==> config.mk <==
export PLATFORM = sky130hd
export DESIGN_NAME = mem_port_arbiter_flat
export DESIGN_NICKNAME = d
export VERILOG_FILES = /design/src/rtl/mem_port_arbiter_pkg.sv /design/src/rtl/mem_port_arbiter_if.sv /design/src/rtl/mem_port_arbiter_lat_counter.sv /design/src/rtl/mem_port_arbiter.sv /design/src/flat_wrapper.sv
export SDC_FILE = /design/constraint.sdc
export NUM_CORES = 1
export LEC_CHECK = 0
export ABC_AREA = 1
export CORE_AREA = 8 8 198 200
export DETAILED_ROUTE_END_ITERATION = 6
export DIE_AREA = 0 0 206 208
export HOLD_SLACK_MARGIN = 0.06
export PLACE_DENSITY_LB_ADDON = 0.15
export SLEW_MARGIN = 40
export SYNTH_ARGS = -nofsm -noshare
export SYNTH_HDL_FRONTEND = slang
export SYNTH_HIERARCHICAL = 1
export SYNTH_SLANG_ARGS = --single-unit
==> constraint.sdc <==
create_clock -name clk -period 1.8 [get_ports clk]
set_input_delay 0.54 -clock clk [delete_from_list [all_inputs] [get_ports clk]]
set_output_delay 0.54 -clock clk [all_outputs]
set_load 0.01 [all_outputs]
==> src/rtl/mem_port_arbiter_pkg.sv <==
// mem_arb_pkg: shared encodings and helpers for the
// unified memory port arbiter and its latency counter.
package mem_arb_pkg;

  localparam int CNT_W = 4;

  localparam logic [1:0] IDLE  = 2'd0;
  localparam logic [1:0] ISSUE = 2'd1;
  localparam logic [1:0] WAIT  = 2'd2;

  localparam logic OWN_IF = 1'b0;
  localparam logic OWN_DM = 1'b1;

  function automatic logic [CNT_W-1:0] sat_inc(
    input logic [CNT_W-1:0] v,
    input logic [CNT_W-1:0] top
  );
    return (v >= top) ? top : v + 1'b1;
  endfunction

endpackage

==> src/rtl/mem_port_arbiter_if.sv <==
// mem_port_arbiter_if: fetch, data and memory-side
// signals of the unified memory port arbiter.
interface mem_port_arbiter_if #(
  parameter int AW = 64,
  parameter int DW = 64
);
  logic          if_req;
  logic [AW-1:0] if_addr;
  logic          if_kill;
  logic          if_done;
  logic [DW-1:0] if_rdata;
  logic          dm_req;
  logic          dm_we;
  logic [AW-1:0] dm_addr;
  logic [DW-1:0] dm_wdata;
  logic          dm_done;
  logic [DW-1:0] dm_rdata;
  logic          stall_f;
  logic          stall_m;
  logic          mem_en;
  logic          mem_we;
  logic [AW-1:0] mem_addr;
  logic [DW-1:0] mem_wdata;
  logic [DW-1:0] mem_rdata;

  modport slave (
    input  if_req, if_addr, if_kill,
    input  dm_req, dm_we, dm_addr, dm_wdata,
    input  mem_rdata,
    output if_done, if_rdata,
    output dm_done, dm_rdata,
    output stall_f, stall_m,
    output mem_en, mem_we, mem_addr, mem_wdata
  );

  modport master (
    output if_req, if_addr, if_kill,
    output dm_req, dm_we, dm_addr, dm_wdata,
    output mem_rdata,
    input  if_done, if_rdata,
    input  dm_done, dm_rdata,
    input  stall_f, stall_m,
    input  mem_en, mem_we, mem_addr, mem_wdata
  );
endinterface

==> src/rtl/mem_port_arbiter_lat_counter.sv <==
// lat_counter: loadable down-counter for fixed-latency
// units; term flags the last cycle before expiry.
module lat_counter #(
  parameter int W = 4
) (
  input  logic         clk,
  input  logic         rst,
  input  logic         load,
  input  logic         en,
  input  logic [W-1:0] load_val,
  output logic         term
);
  logic [W-1:0] cnt;

  // load wins; otherwise count down to zero and hold
  always_ff @(posedge clk) begin
    if (!rst) begin
      cnt <= '0;
    end else if (load) begin
      cnt <= load_val;
    end else if (en && cnt != '0) begin
      cnt <= cnt - 1'b1;
    end
  end

  assign term = (cnt == W'(1));
endmodule

==> src/rtl/mem_port_arbiter.sv <==
// mem_port_arbiter: serialises fetch and data ports onto
// one fixed-latency memory, one access in flight.
module mem_port_arbiter
  import mem_arb_pkg::*;
#(
  parameter int AW = 64,
  parameter int DW = 64,
  parameter int MEM_LAT = 2,
  parameter int STARVE_MAX = 4
) (
  input logic clk,
  input logic rst,
  mem_port_arbiter_if.slave bus
);
  localparam logic [CNT_W-1:0] LAT_V =
    CNT_W'(MEM_LAT);
  localparam logic [CNT_W-1:0] SMAX =
    CNT_W'(STARVE_MAX);

  logic [1:0]       state;
  logic             owner;
  logic             we_q;
  logic             killed;
  logic             rest;
  logic [CNT_W-1:0] starve_cnt;
  logic             lat_term;
  logic             busy;
  logic             fin;
  logic             if_ok;
  logic             starve_hit;
  logic             grant_dm;
  logic             grant_if;
  logic             grant;

  // data port first unless fetch has waited too long;
  // no grant in the cycle a completion is reported
  always_comb begin
    starve_hit = bus.if_req &&
                 (starve_cnt == SMAX);
    grant_dm = 1'b0;
    grant_if = 1'b0;
    if (state == IDLE && !rest) begin
      if (bus.dm_req && !starve_hit) begin
        grant_dm = 1'b1;
      end else if (bus.if_req) begin
        grant_if = 1'b1;
      end
    end
    grant = grant_dm | grant_if;
  end

  assign busy = (state != IDLE);
  assign fin = busy && lat_term;
  assign if_ok = !(killed || bus.if_kill);

  assign bus.stall_f = bus.if_req & ~bus.if_done;
  assign bus.stall_m = bus.dm_req & ~bus.dm_done;

  lat_counter #(.W(CNT_W)) u_lat (
    .clk      (clk),
    .rst      (rst),
    .load     (grant),
    .en       (busy),
    .load_val (LAT_V),
    .term     (lat_term)
  );

  // transaction sequencing and owner bookkeeping
  always_ff @(posedge clk) begin
    if (!rst) begin
      state  <= IDLE;
      owner  <= OWN_IF;
      we_q   <= 1'b0;
      killed <= 1'b0;
      rest   <= 1'b0;
    end else begin
      rest <= fin;
      unique case (state)
        IDLE: begin
          if (grant) begin
            state  <= ISSUE;
            owner  <= grant_dm ? OWN_DM : OWN_IF;
            we_q   <= grant_dm & bus.dm_we;
            killed <= grant_if & bus.if_kill;
          end
        end
        ISSUE, WAIT: begin
          if (owner == OWN_IF && bus.if_kill) begin
            killed <= 1'b1;
          end
          state <= lat_term ? IDLE : WAIT;
        end
        default: state <= IDLE;
      endcase
    end
  end

  // memory strobe and latched request on each grant
  always_ff @(posedge clk) begin
    if (!rst) begin
      bus.mem_en    <= 1'b0;
      bus.mem_we    <= 1'b0;
      bus.mem_addr  <= {AW{1'b0}};
      bus.mem_wdata <= {DW{1'b0}};
    end else begin
      bus.mem_en <= grant;
      bus.mem_we <= grant_dm & bus.dm_we;
      if (grant) begin
        bus.mem_addr  <= grant_dm ? bus.dm_addr
                                  : bus.if_addr;
        bus.mem_wdata <= grant_dm ? bus.dm_wdata
                                  : {DW{1'b0}};
      end
    end
  end

  // capture read data and pulse the owner's done
  always_ff @(posedge clk) begin
    if (!rst) begin
      bus.if_done  <= 1'b0;
      bus.dm_done  <= 1'b0;
      bus.if_rdata <= {DW{1'b0}};
      bus.dm_rdata <= {DW{1'b0}};
    end else begin
      bus.if_done <= fin && owner == OWN_IF && if_ok;
      bus.dm_done <= fin && owner == OWN_DM;
      if (fin && owner == OWN_IF && if_ok) begin
        bus.if_rdata <= bus.mem_rdata;
      end
      if (fin && owner == OWN_DM && !we_q) begin
        bus.dm_rdata <= bus.mem_rdata;
      end
    end
  end

  // count data grants that overtook a waiting fetch
  always_ff @(posedge clk) begin
    if (!rst) begin
      starve_cnt <= '0;
    end else if (grant_dm) begin
      starve_cnt <= bus.if_req ?
        sat_inc(starve_cnt, SMAX) : '0;
    end else if (grant_if) begin
      starve_cnt <= '0;
    end
  end
endmodule
==> src/flat_wrapper.sv <==
// flat-port wrapper written by rule: the top's interface ports become plain ports
module mem_port_arbiter_flat import mem_arb_pkg::*;
#(
  parameter int AW = 64,
  parameter int DW = 64,
  parameter int MEM_LAT = 2,
  parameter int STARVE_MAX = 4
)
  (clk, rst, bus_if_req, bus_if_addr, bus_if_kill, bus_dm_req, bus_dm_we, bus_dm_addr, bus_dm_wdata, bus_mem_rdata, bus_if_done, bus_if_rdata, bus_dm_done, bus_dm_rdata, bus_stall_f, bus_stall_m, bus_mem_en, bus_mem_we, bus_mem_addr, bus_mem_wdata);
  mem_port_arbiter_if #(.AW(AW), .DW(DW)) bus_i ();
  input logic clk;
  input logic rst;
  input wire logic [$bits(bus_i.if_req)-1:0] bus_if_req;
  input wire logic [$bits(bus_i.if_addr)-1:0] bus_if_addr;
  input wire logic [$bits(bus_i.if_kill)-1:0] bus_if_kill;
  input wire logic [$bits(bus_i.dm_req)-1:0] bus_dm_req;
  input wire logic [$bits(bus_i.dm_we)-1:0] bus_dm_we;
  input wire logic [$bits(bus_i.dm_addr)-1:0] bus_dm_addr;
  input wire logic [$bits(bus_i.dm_wdata)-1:0] bus_dm_wdata;
  input wire logic [$bits(bus_i.mem_rdata)-1:0] bus_mem_rdata;
  output wire logic [$bits(bus_i.if_done)-1:0] bus_if_done;
  output wire logic [$bits(bus_i.if_rdata)-1:0] bus_if_rdata;
  output wire logic [$bits(bus_i.dm_done)-1:0] bus_dm_done;
  output wire logic [$bits(bus_i.dm_rdata)-1:0] bus_dm_rdata;
  output wire logic [$bits(bus_i.stall_f)-1:0] bus_stall_f;
  output wire logic [$bits(bus_i.stall_m)-1:0] bus_stall_m;
  output wire logic [$bits(bus_i.mem_en)-1:0] bus_mem_en;
  output wire logic [$bits(bus_i.mem_we)-1:0] bus_mem_we;
  output wire logic [$bits(bus_i.mem_addr)-1:0] bus_mem_addr;
  output wire logic [$bits(bus_i.mem_wdata)-1:0] bus_mem_wdata;
  assign bus_i.if_req = bus_if_req;
  assign bus_i.if_addr = bus_if_addr;
  assign bus_i.if_kill = bus_if_kill;
  assign bus_i.dm_req = bus_dm_req;
  assign bus_i.dm_we = bus_dm_we;
  assign bus_i.dm_addr = bus_dm_addr;
  assign bus_i.dm_wdata = bus_dm_wdata;
  assign bus_i.mem_rdata = bus_mem_rdata;
  assign bus_if_done = bus_i.if_done;
  assign bus_if_rdata = bus_i.if_rdata;
  assign bus_dm_done = bus_i.dm_done;
  assign bus_dm_rdata = bus_i.dm_rdata;
  assign bus_stall_f = bus_i.stall_f;
  assign bus_stall_m = bus_i.stall_m;
  assign bus_mem_en = bus_i.mem_en;
  assign bus_mem_we = bus_i.mem_we;
  assign bus_mem_addr = bus_i.mem_addr;
  assign bus_mem_wdata = bus_i.mem_wdata;
  mem_port_arbiter #(.AW(AW), .DW(DW), .MEM_LAT(MEM_LAT), .STARVE_MAX(STARVE_MAX)) u_core (.clk(clk), .rst(rst), .bus(bus_i));
endmodule
# Word-level counts from Yosys, hierarchy flattened
# Index checks and enable logic that the tools add are counted.
# totals
ram_bits	0
register_bits	274
rom_bits	0
memories	0
wordCells	79
latchBits	0
# classes
n_div	0
bitwise_logic	9
reduce_logical	25
shifts	0
mul	0
n_addsub	2
mux	20
magnitude_cmp	1
n_eq_ne	6
# ops
operator	n
$mux W64	2
$mux W4	4
$logic_and A1 B1 Y1	10
$mux W1	8
$mux W2	4
$reduce_bool A2 Y1	4
$add A4 B1 Y4 const B	1
$and A1 B1 Y1	4
$eq A4 B1 Y1 const B	1
$eq A4 B3 Y1 const B	1
$ge A4 B3 Y1 const B	1
$logic_not A1 Y1	4
$ne A2 B1 Y1 const B	2
$not A1 Y1	4
$pmux W2 S2	1
$reduce_bool A4 Y1	1
$reduce_or A2 Y1	2
$sub A4 B1 Y4 const B	1
$reduce_and A3 Y1	1
$eq A2 B1 Y1 const B	1
$eq A2 B2 Y1 const B	1
$logic_not A2 Y1	1
$pmux W1 S2	1
$reduce_and A2 Y1	1
2 further kinds	2

# Logic depth before layout (Yosys ltp)
# logic_depth
word_depth	9
mapped_depth	13
depth_no_buf	11

# By module
# Netlist, hierarchy kept.
# modules_own_cells
module	cells_per_inst	n_inst	area_per_inst_um2	seq_area_each_um2
mem_port_arbiter	1525	1	10964.3	5405.2
lat_counter	41	1	296.5	80.1

# Least setup slack after synthesis
# Ideal clock, no wire load.
# synth_path
kind	input -> output
startpoint	input port bus_dm_req
endpoint	output port bus_stall_m
path_slack_ps	-112
arrival_time_ps	1372
path_stages	5
n_path_buf	3
path_cell_list	buf_2 > buf_2 > clkbuf_1 > inv_1 > nor2_1
# synth_via
elab_chain_cells	1
# synth_lines
item	line_no	source
start: declaration	flat_wrapper.sv:16	input wire logic [$bits(bus_i.dm_req)-1:0] bus_dm_req;
$and A1 B1 Y1	mem_port_arbiter.sv:57	assign bus.stall_m = bus.dm_req & ~bus.dm_done;
end: declaration	flat_wrapper.sv:26	output wire logic [$bits(bus_i.stall_m)-1:0] bus_stall_m;
# Every way passes these cells.

# Final worst setup path
# layout_path
startpoint	register u_core.u_lat.cnt[1]
endpoint	register u_core.bus.dm_rdata[2]
# layout_via
elab_chain_cells	4
# layout_lines
item	line_no	source
start: declaration	mem_port_arbiter_lat_counter.sv:13	logic [W-1:0] cnt;
start signal: assignment	mem_port_arbiter_lat_counter.sv:20	cnt <= load_val;
start signal: assignment	mem_port_arbiter_lat_counter.sv:22	cnt <= cnt - 1'b1;
$eq A4 B1 Y1	mem_port_arbiter_lat_counter.sv:26	assign term = (cnt == W'(1));
named net u_core.lat_term	mem_port_arbiter.sv:26	logic lat_term;
$logic_and A1 B1 Y1	mem_port_arbiter.sv:53	assign fin = busy && lat_term;
$logic_and A1 B1 Y1 (2 in series)	mem_port_arbiter.sv:130	if (fin && owner == OWN_DM && !we_q) begin
end signal: assignment	mem_port_arbiter.sv:123	bus.dm_rdata <= {DW{1'b0}};
end signal: assignment	mem_port_arbiter.sv:131	bus.dm_rdata <= bus.mem_rdata;
end: declaration	mem_port_arbiter_if.sv:31	output dm_done, dm_rdata,
# The timed path passes the listed nets, and every way through them passes these cells.
# A chain may end at the register's enable or synchronous reset.

==> qor.yml <==
floorplanning:
  rows: 70
  fp.dieW_um: 206
  core_um2: 36100
  initial_utilization_pct: 31.2
  chipHeight_um: 208
  io_pins: 524
  dieArea_um2: 42800
detailed_routing:
  vias: 12500
  finalWirelength_um: 49300
  vias_per_cell: 4.79
  wl_per_cell_um: 19.0
  antenna_left: 0
  first_pass_iters: 5
  drt_iter0_markers: 686
  drc: 0
synth:
  synth-seq-area-share_pct: 48.7
  synth_area_um2: 11300
  synth-seq-cells: 274
  synth_cell_types: 30
  yosys-top-cells-area: "dfxtp_1 (49%), nor2_1 (10%), nand2_1 (8.5%)"
  synth_warnings: 6
  syn_inst: 1566
  avgSynthCellArea_um2: 7.19
  yosys.area.top_type_share_pct: 48.7
  synth_area_leader_cell: "dfxtp_1"
final_layout:
  drive_gt1_share_pct: 12.2
  finish.utilization_pct: 52.9
  nets: 2376
  final_common_cell: "nor2_1"
  syn2layout_area_growth_pct: 69.4
  mostFrequentLayoutCells: "nor2_1 (284), dfxtp_1 (268), clkdlybuf4s50_1 (258)"
  fill_cells: 3525
  final_cells: 2601
sta:
  rsz0062_at_grt: "true"
  period_share_pct: 104
  finClkSkew_ns: 0.0109
  finalSetupViolations: 15
  worstMarginPinSlew_ns: 0.575
  setup_ws_ns: -0.0767
  drv_slew: 0
  tns_ns: -0.544
  layout_min_cycle_time_ns: 1.88
  finalHoldViolCount: 0
  max_freq_mhz: 533
  relSlewSlack_pct: 61.7
placement:
  io_buffers: 523
  dp_cells: 2506
  gp_congestion: 0.824
  hpwl_um: 33900
  dpl_worst_slack_ns: -0.678
clock_network:
  cts_buffers: 31
  cts_tree: "built"
  insertion_delay_ns: 0.57
  clk_pin_slew_ns: 0.06
  clock_path_buffers: 3
  htree_num_levels: 1
  root_buffer: "clkbuf_16"
  numClockSinks: 274
worst_hold_path:
  worstHoldStart: "rst"
  whs_path_depth: 3
  hold_path.class: "input port to register"
  hold_end: "u_core/bus.dm_rdata[38]$_SDFFE_PN0P_"
worst_setup_path:
  cp_common_cell: "buf_12"
  cp.arrival_ns: 2.33
  critical_path_required_ns: 2.25
  start_kind: "register"
  critPathKind: "register to register"
  r2r_cells: 13
  cp_cell_sequence: "inv_2, ha_4, nor3b_2, buf_4, nand2_4, nor3_4, buf_12, buf_12, buf_12, buf_12, buf_16, o21ai_0, nor2_1"
  cpMaxStageDelayCell: "dfxtp_2"
  rrSetupSlack_ns: -0.08
  reg2reg_to: "u_core/bus.dm_rdata[2]$_SDFFE_PN0P_"
  r2r-start: "u_core/u_lat/cnt[1]$_SDFFE_PN0P_"
  critPathMaxStageDelay_ns: 0.33
  worst-path-buf-inv: 7
  crit_path_max_fanout: 5
  critical_path.top_delay_family: "buffers and inverters"
  crit_path_end_kind: "register"
run_status:
  violations: "setup timing"
  outcome: "finished, violations left"
global_routing:
  grt_max_degree: 76
  grt_pass1_wl_um: 73700
  grt_pass1_vias: 12200
  grt_use_total_pct: 21.5
  antenna_found_initial: 5
  overflow: 0
job:
  maxCapViolations: 0
power_and_ir_drop:
  irDropWorstVdd_uv: 901
  power_mw: 22.7
  p_per_area_nw_per_um2: 1190
  leakage_nw: 9.10
[worst min-delay path, stage by stage]
cell	delay, ns
buf_4	0.19
o21ai_2	0.08
nor2_1	0.05
[sequential cells by signal, summed over array words and instances (netlist names)]
register / flops
u_core/bus.dm_rdata: 64
u_core/bus.if_rdata: 64
u_core/bus.mem_addr: 64
u_core/bus.mem_wdata: 64
u_core/starve_cnt: 4
u_core/u_lat/cnt: 4
u_core/state: 2
u_core/bus.dm_done: 1
u_core/bus.if_done: 1
u_core/bus.mem_en: 1
u_core/bus.mem_we: 1
u_core/killed: 1
u_core/owner: 1
u_core/rest: 1
u_core/we_q: 1
[layer usage]
layer | vias to the layer above | share of wire (%) | track usage (%)
met4 | 2 | 3.2 | 7.76
met3 | 81 | 11 | 7.69
li1 | 6169 | - | -
met2 | 483 | 47 | 35.6
met5 | - | 0.026 | 0
met1 | 5730 | 39 | 25.3
[cells by family (layout without fill, tap and decap cells)]
family	count (synthesis)	in the layout	synth area share (%)
AO/OA/AOI/OAI	208	208	9.32
XOR/XNOR	2	2	0.156
adder cells (fa/ha/maj)	7	7	0.778
buffers and inverters	261	822	9.33
flip-flops	274	274	48.7
other	2	8	0.0667
AND/OR/NAND/NOR	812	812	31.6
[power breakdown]
group	switching, mW	internal (mW)	leakage [nW]
clock	2.56	3.60	0.486
sequential	0.471	7.06	2.23
combinational	5.00	4.04	6.38
[area by class of cell]
type	count	area [um^2]	area share, %
Sequential cell	274	5490	28.8
Timing Repair Buffer	632	6440	33.8
Tap cell	468	586	3.07
Clock inverter	11	109	0.571
Antenna cell	4	10.0	0.0525
Multi-Input combinational cell	1033	5040	26.4
Clock buffer	44	865	4.53
Inverter	134	526	2.76
Timing Repair inverter	1	7.51	0.0394
[synthesized netlist by cell type, drive strengths merged]
| library cell | instances |
|---|---|
| a21oi | 72 |
| buf | 56 |
| clkbuf | 71 |
| conb | 2 |
| dfxtp | 274 |
| ha | 7 |
| inv | 134 |
| nand2 | 260 |
| nand3 | 97 |
| nand3b | 1 |
| nand4 | 130 |
| nor2 | 316 |
| nor3 | 6 |
| nor3b | 1 |
| o21ai | 134 |
| o31ai | 2 |
| or2 | 1 |
| xor2 | 2 |
[worst max-delay path by stage]
stage,to,depth (start not counted),startpoint
2_1_floorplan,bus_stall_m,5,bus_dm_req
3_3_place_gp,bus_stall_f,4,bus_if_req
3_5_place_dp,bus_stall_f,4,bus_if_req
4_1_cts,u_core/bus.dm_rdata[33]$_SDFFE_PN0P_,13,u_core/u_lat/cnt[1]$_SDFFE_PN0P_
5_1_grt,u_core/bus.dm_rdata[16]$_SDFFE_PN0P_,13,u_core/u_lat/cnt[1]$_SDFFE_PN0P_
6_report,u_core/bus.dm_rdata[2]$_SDFFE_PN0P_,13,u_core/u_lat/cnt[1]$_SDFFE_PN0P_
[stage by stage]
stage	hold WS [ns]	cell area, um^2
after global routing	0.333	19100
after detailed placement	0.454	17500
after global placement	0.451	17500
after floorplan	0.445	11300
after CTS	0.321	18800
final	0.347	19100
[what timing repair did]
item / in CTS / in global routing
setup buffers: 19 / 7
hold buffers: 0 / 0
gates cloned: 12 / 3
resized for setup: 365 / 149
setup endpoints to repair: 390 / 288
pin swaps: 10 / 23
Note: power is estimated with default switching activity, not from simulation.
==> edit 1 (same settings) <==
`DW` is set to 64 in 3 places; all go to 56.
--- a/src/rtl/mem_port_arbiter_if.sv
+++ b/src/rtl/mem_port_arbiter_if.sv
@@ -2,7 +2,7 @@
 // signals of the unified memory port arbiter.
 interface mem_port_arbiter_if #(
   parameter int AW = 64,
-  parameter int DW = 64
+  parameter int DW = 56
 );
   logic          if_req;
   logic [AW-1:0] if_addr;
--- a/src/rtl/mem_port_arbiter.sv
+++ b/src/rtl/mem_port_arbiter.sv
@@ -4,7 +4,7 @@
   import mem_arb_pkg::*;
 #(
   parameter int AW = 64,
-  parameter int DW = 64,
+  parameter int DW = 56,
   parameter int MEM_LAT = 2,
   parameter int STARVE_MAX = 4
 ) (
--- a/src/flat_wrapper.sv
+++ b/src/flat_wrapper.sv
@@ -2,7 +2,7 @@
 module mem_port_arbiter_flat import mem_arb_pkg::*;
 #(
   parameter int AW = 64,
-  parameter int DW = 64,
+  parameter int DW = 56,
   parameter int MEM_LAT = 2,
   parameter int STARVE_MAX = 4
 )
Interface: changed (5 resized); port bits go from 524 to 484. No check against the original RTL was run, so the function may have changed too.
==> edit 1 against the unedited design <==
  * Utilization is 5.2 points lower
  * Design area is 9.8% lower
  * Total power is 5.6% lower
  * Synthesized area is 7.5% lower
  * Sequential cell count is 24 lower
  * Worst setup slack better by 0.12 ns
  * Combinational power is 7.5% lower
  * Routed wire length is 11% lower
  * Register-to-register slack better by 0.15 ns
  * Critical path type is now reg2out
==> edit 1: results (changes against the unedited design) <==
Layout
  • Nets: 2,185 (-8.0%)
  • Non-CTS buffers: 555 (-12%)
  • Inserted Diodes: 6 (+2)
  • P&R area growth vs syn: 65.1%
  • Final-layout clock buffer total: 43 (-2.3%)
  • Fillers: 3,750 (+6.4%)
  • Sequential cell area share: 29.1% (+0.33 points)
  • Share of post-route cells with drive strength above 1: 8.85% (-3.4 points)
  • Buffering overhead: 32.3% (-1.5 points)
  • Clock-cell share: 5.90% (+0.80 points)
  • Signal inverters: 134 (-0.74%)
  • Multi-In Gates: 961 (-7.0%)
  • Num sequential: 250 (-8.8%)

Clocking
  • Post-CTS resize count: 268 (-27%)
  • CTS Buf Count: 30 (-3.2%)
  • Worst-Skew Late Latency: 0.56 ns
  • Postcts setup bufs: 2 (-17)

Place
  • GPL Wtd Cong: 0.819 (-0.58%)
  • Post-DP HPWL: 30,400 um (-10%)
  • Dpl cell area: 0.0161 mm^2 (-8.0%)
  • Port Buf Inserts: 483 (-7.6%)
  • Worst slack, placed: -0.719 ns (-0.0405 ns)

Logic synthesis
  • Synth unique cells: 29 (-3.3%)
  • Top post-synthesis cells by count: nor2_1, dfxtp_1, nand2_1
  • Post-Synth Adder-Cell Area: 0.841% (+0.063 points)
  • Post-Synthesis Cells: 1,461 (-6.7%)
  • XOR/XNOR Fraction of Synth Area: 0.168% (+0.013 points)
  • Async SR Flop Fraction: 0% (unchanged)
  • Ranking of synthesized cells by area: dfxtp_1, nor2_1, nand2_1
  • Compound-Gate Fraction of Synth Area: 8.92% (-0.40 points)

Global route
  • GR Util met2: 31.3% (-4.3 points)
  • Total GRT Usage: 18.9% (-2.7 points)
  • First-pass GRT wire length: 65,200 um (-11%)
  • Vias in the first global route: 11,000 (-10%)
  • GRT met3 Usage: 6.67% (-1.0 points)
  • Met1 Use GR: 22.0% (-3.3 points)

Worst setup path
  • Top delay family on crit path: flip-flops
  • Crit-path slowest cell: dfxtp_1
  • Max FO, Critical Path: 2 (-3)
  • CP max stage delay: 0.37 ns (+0.04 ns)

Route
  • WL final: 44,100 um (-11%)
  • First DRT Iteration DRCs: 536 (-22%)
  • Routed len/inst: 18.2 um (-4.3%)

Pwr
  • Max VDD drop: 889 uV (-1.3%)
  • Tot Pwr: 21.5 mW (-5.6%)
  • Combinational share of power: 39.0% (-0.8 points)
  • P_leak: 8.41 nW (-7.6%)
  • Pint: 13.9 mW (-5.7%)

Run status
  • Status: complete, no violations

Worst hold path
  • Hold Crit Class: reg2reg

STA
  • Final Skew: 0.0213 ns (+0.0104 ns)
## edit 1: changes by cell type after synthesis, sizes merged
cell and change:
nand2 -8, dfxtp -24, nand4 -8, buf +2, clkbuf -11, a21oi -8, o21ai -16, nor2 -32
## edit 1: worst paths after layout
kind / from / endpoint / slack, ns / cells after the start
max reg2reg: u_core/u_lat/cnt[1]$_SDFFE_PN0P_ / u_core/bus.dm_rdata[32]$_SDFFE_PN0P_ / 0.07 / 11
min reg2reg: u_core/bus.mem_wdata[46]$_SDFFE_PN0P_ / u_core/bus.mem_wdata[46]$_SDFFE_PN0P_ / 0.45 / 2
max: u_core/bus.mem_addr[3]$_SDFFE_PN0P_ / bus_mem_addr[3] / 0.05 / 1
min: u_core/bus.mem_wdata[46]$_SDFFE_PN0P_ / u_core/bus.mem_wdata[46]$_SDFFE_PN0P_ / 0.45 / 2
## edit 1: per-layer routing
metal	routed length, um	vias up
met5	0	-
met1	17200	5154
li1	-	5677
met4	1400	0
met2	21200	370
met3	4270	72
==> edit 2 (same flow settings) <==
Made on the original files. Make the reset (`rst`) asynchronous in 5 clocked blocks.
--- a/src/rtl/mem_port_arbiter_lat_counter.sv
+++ b/src/rtl/mem_port_arbiter_lat_counter.sv
@@ -13,7 +13,7 @@
   logic [W-1:0] cnt;
 
   // load wins; otherwise count down to zero and hold
-  always_ff @(posedge clk) begin
+  always_ff @(posedge clk or negedge rst) begin
     if (!rst) begin
       cnt <= '0;
     end else if (load) begin
--- a/src/rtl/mem_port_arbiter.sv
+++ b/src/rtl/mem_port_arbiter.sv
@@ -66,7 +66,7 @@
   );
 
   // transaction sequencing and owner bookkeeping
-  always_ff @(posedge clk) begin
+  always_ff @(posedge clk or negedge rst) begin
     if (!rst) begin
       state  <= IDLE;
       owner  <= OWN_IF;
@@ -96,7 +96,7 @@
   end
 
   // memory strobe and latched request on each grant
-  always_ff @(posedge clk) begin
+  always_ff @(posedge clk or negedge rst) begin
     if (!rst) begin
       bus.mem_en    <= 1'b0;
       bus.mem_we    <= 1'b0;
@@ -115,7 +115,7 @@
   end
 
   // capture read data and pulse the owner's done
-  always_ff @(posedge clk) begin
+  always_ff @(posedge clk or negedge rst) begin
     if (!rst) begin
       bus.if_done  <= 1'b0;
       bus.dm_done  <= 1'b0;
@@ -134,7 +134,7 @@
   end
 
   // count data grants that overtook a waiting fetch
-  always_ff @(posedge clk) begin
+  always_ff @(posedge clk or negedge rst) begin
     if (!rst) begin
       starve_cnt <= '0;
     end else if (grant_dm) begin
Formal check against the unedited RTL: differs if rst is asserted again (counterexample within 4 cycles, from zero or initial values and one cycle with rst low); with rst held inactive, the same outputs for 4 cycles.
==> edit 2 against the unedited design <==
  * Global-route usage is 0.81 points higher
  * Sequential share of layout area is 3.5 points higher
  * Highest routed layer unchanged
  * Die area stayed put
  * Worst setup slack worse by 0.14 ns
  * Utilization is 6.0 points higher
  * The flow still finishes with violations (negative setup slack)
  * Largest power group unchanged
  * Critical path type unchanged
  * Clock power is 6.0% higher
  * Total power is 47% higher
  * Routed wire length is 2.7% higher
  * Synthesized area is 5.1% higher
  * Largest cell class unchanged
  * Sequential cell count stayed put
  * Design area is 11% higher
  * Clock skew is 0.0015 ns lower
==> edit 2: results (changes against the unedited design) <==
Run status
  • Status: finished with violations
  • Failing checks: negative setup slack

Logic synthesis
  • Synth unique cells: 29 (-3.3%)
  • Post-Synth Adder-Cell Area: 0.740% (-0.038 points)
  • Compound-Gate Fraction of Synth Area: 11.4% (+2.1 points)
  • Top post-synthesis cells by count: nand2_1, dfrtp_1, inv_1
  • Syn avg cell area: 8.37 um^2 (+16%)
  • XOR/XNOR Fraction of Synth Area: 0.0740% (-0.082 points)
  • Async SR Flop Fraction: 100% (+100 points)
  • Ranking of synthesized cells by area: dfrtp_1, nand2_1, inv_1
  • Sequential fraction of the synthesis area: 57.9% (+9.2 points)

STA
  • Setup Viol. Count Final: 131 (+116)
  • Final Skew: 0.00944 ns (-0.00146 ns)
  • Final worst slack: -0.218 ns (-0.141 ns)
  • Total negative slack: -14.09 ns (-13.54 ns)
  • Final Hold Slack: 0.464 ns (+0.117 ns)

Worst setup path
  • Crit-path slowest cell: dfrtp_1
  • Kind of critical path: reg2reg
  • R2r endpoint: u_core/bus.if_rdata[20]$_DFFE_PN0P_
  • Max FO, Critical Path: 6 (+1)
  • Worst path arrival time: 2.47 ns (+0.14 ns)
  • Critical Path Sink: u_core/bus.if_rdata[20]$_DFFE_PN0P_
  • Reg2reg start: u_core/u_lat/cnt[1]$_DFFE_PN0P_
  • CP max stage delay: 0.39 ns (+0.06 ns)
  • Worst R2R Path Depth: 12 (-1)

Global route
  • Total GRT Usage: 22.4% (+0.81 points)
  • Largest net degree at the start of global routing: 58 (-24%)
  • Initial antenna violation count: 3 (-2)
  • Vias in the first global route: 12,500 (+2.0%)
  • First-pass GRT wire length: 74,900 um (+1.7%)

Place
  • Port Buf Inserts: 523 (unchanged)
  • Post-Place Cells: 2,417 (-3.6%)
  • GPL Wtd Cong: 0.836 (+1.5%)
  • Dpl cell area: 0.0184 mm^2 (+5.3%)
  • Worst slack, placed: -0.480 ns (+0.199 ns)
  • Post-DP HPWL: 34,900 um (+3.1%)

Layout
  • Post-route insts no fill: 2,557 (-1.7%)
  • Share of post-route cells with drive strength above 1: 28.3% (+16 points)
  • Fillers: 3,134 (-11%)
  • Nets: 2,333 (-1.8%)

Route
  • Vias per cell: 4.66 (-2.9%)
  • Routed len/inst: 19.8 um (+4.4%)
  • First DRT Iteration DRCs: 523 (-24%)
  • Pre-antenna DRT Iters: 7 (+2)

Pwr
  • P_leak: 10.8 nW (+19%)
  • Max VDD drop: 944 uV (+4.7%)
  • Clk power: 6.53 mW (+6.0%)
  • Flop pwr share: 31.8% (-1.3 points)
  • Pint: 20.7 mW (+41%)
  • Psw: 12.7 mW (+59%)

Worst hold path
  • Hold Crit Class: in2async
-- edit 2: changes by cell type in the layout (fill, tap and decap cells not counted), moves of 69 or more --
cell and delta:
clkbuf_2 +74, nor2_1 -275, o21ai_2 +69, dfxtp_1 -268, inv_1 +143, clkdlybuf4s15_1 +79
nand3_1 -85, dfrtp_1 +273, dlygate4sd2_1 -203
-- edit 2: cell families after synthesis --
kind of cell | Yosys count
compound gates | 269
fa+ha+maj | 7
simple gates | 505
buf+inv | 357
flops | 274
other cells | 2
xor+xnor | 1
-- edit 2: critical path, delay by kind of cell, from the launching register on --
family | cells | cell delay (ns)
adders and majority gates | 1 | 0.12
AOI/OAI and AO/OA | 1 | 0.06
buffers and inverters | 6 | 0.77
and+or+nand+nor | 4 | 0.55
DFF | 1 | 0.39
-- edit 2: per-layer routing --
layer  GRT usage, %  vias to the layer above  part of all wire, %
li1               -                     5695                    -
met1           25.8                     5687                   38
met2           38.1                      435                   49
met3           8.30                       84                   10
met4           6.54                        2                  2.9
met5              0                        -                0.026
-- edit 2: repair_timing --
item | in CTS | in global routing
hold buffers | 1 | 0
pin swaps | 7 | 14
cloned | 28 | 9
resized for setup | 842 | 293
setup buffers | 25 | 34
endpoints found under the hold margin | 20 | 0
endpoints found under the setup margin | 391 | 381
-- edit 2: area by class of cell --
cell class | count | area, um^2 | share of cell area (%)
antenna | 2 | 5.00 | 0.0236
clock buffer | 45 | 948 | 4.46
clock inverter | 11 | 114 | 0.536
inverter | 273 | 1020 | 4.82
multi-input combinational | 787 | 4560 | 21.4
sequential | 274 | 6860 | 32.3
tap | 468 | 586 | 2.76
timing repair buffer | 697 | 7160 | 33.7
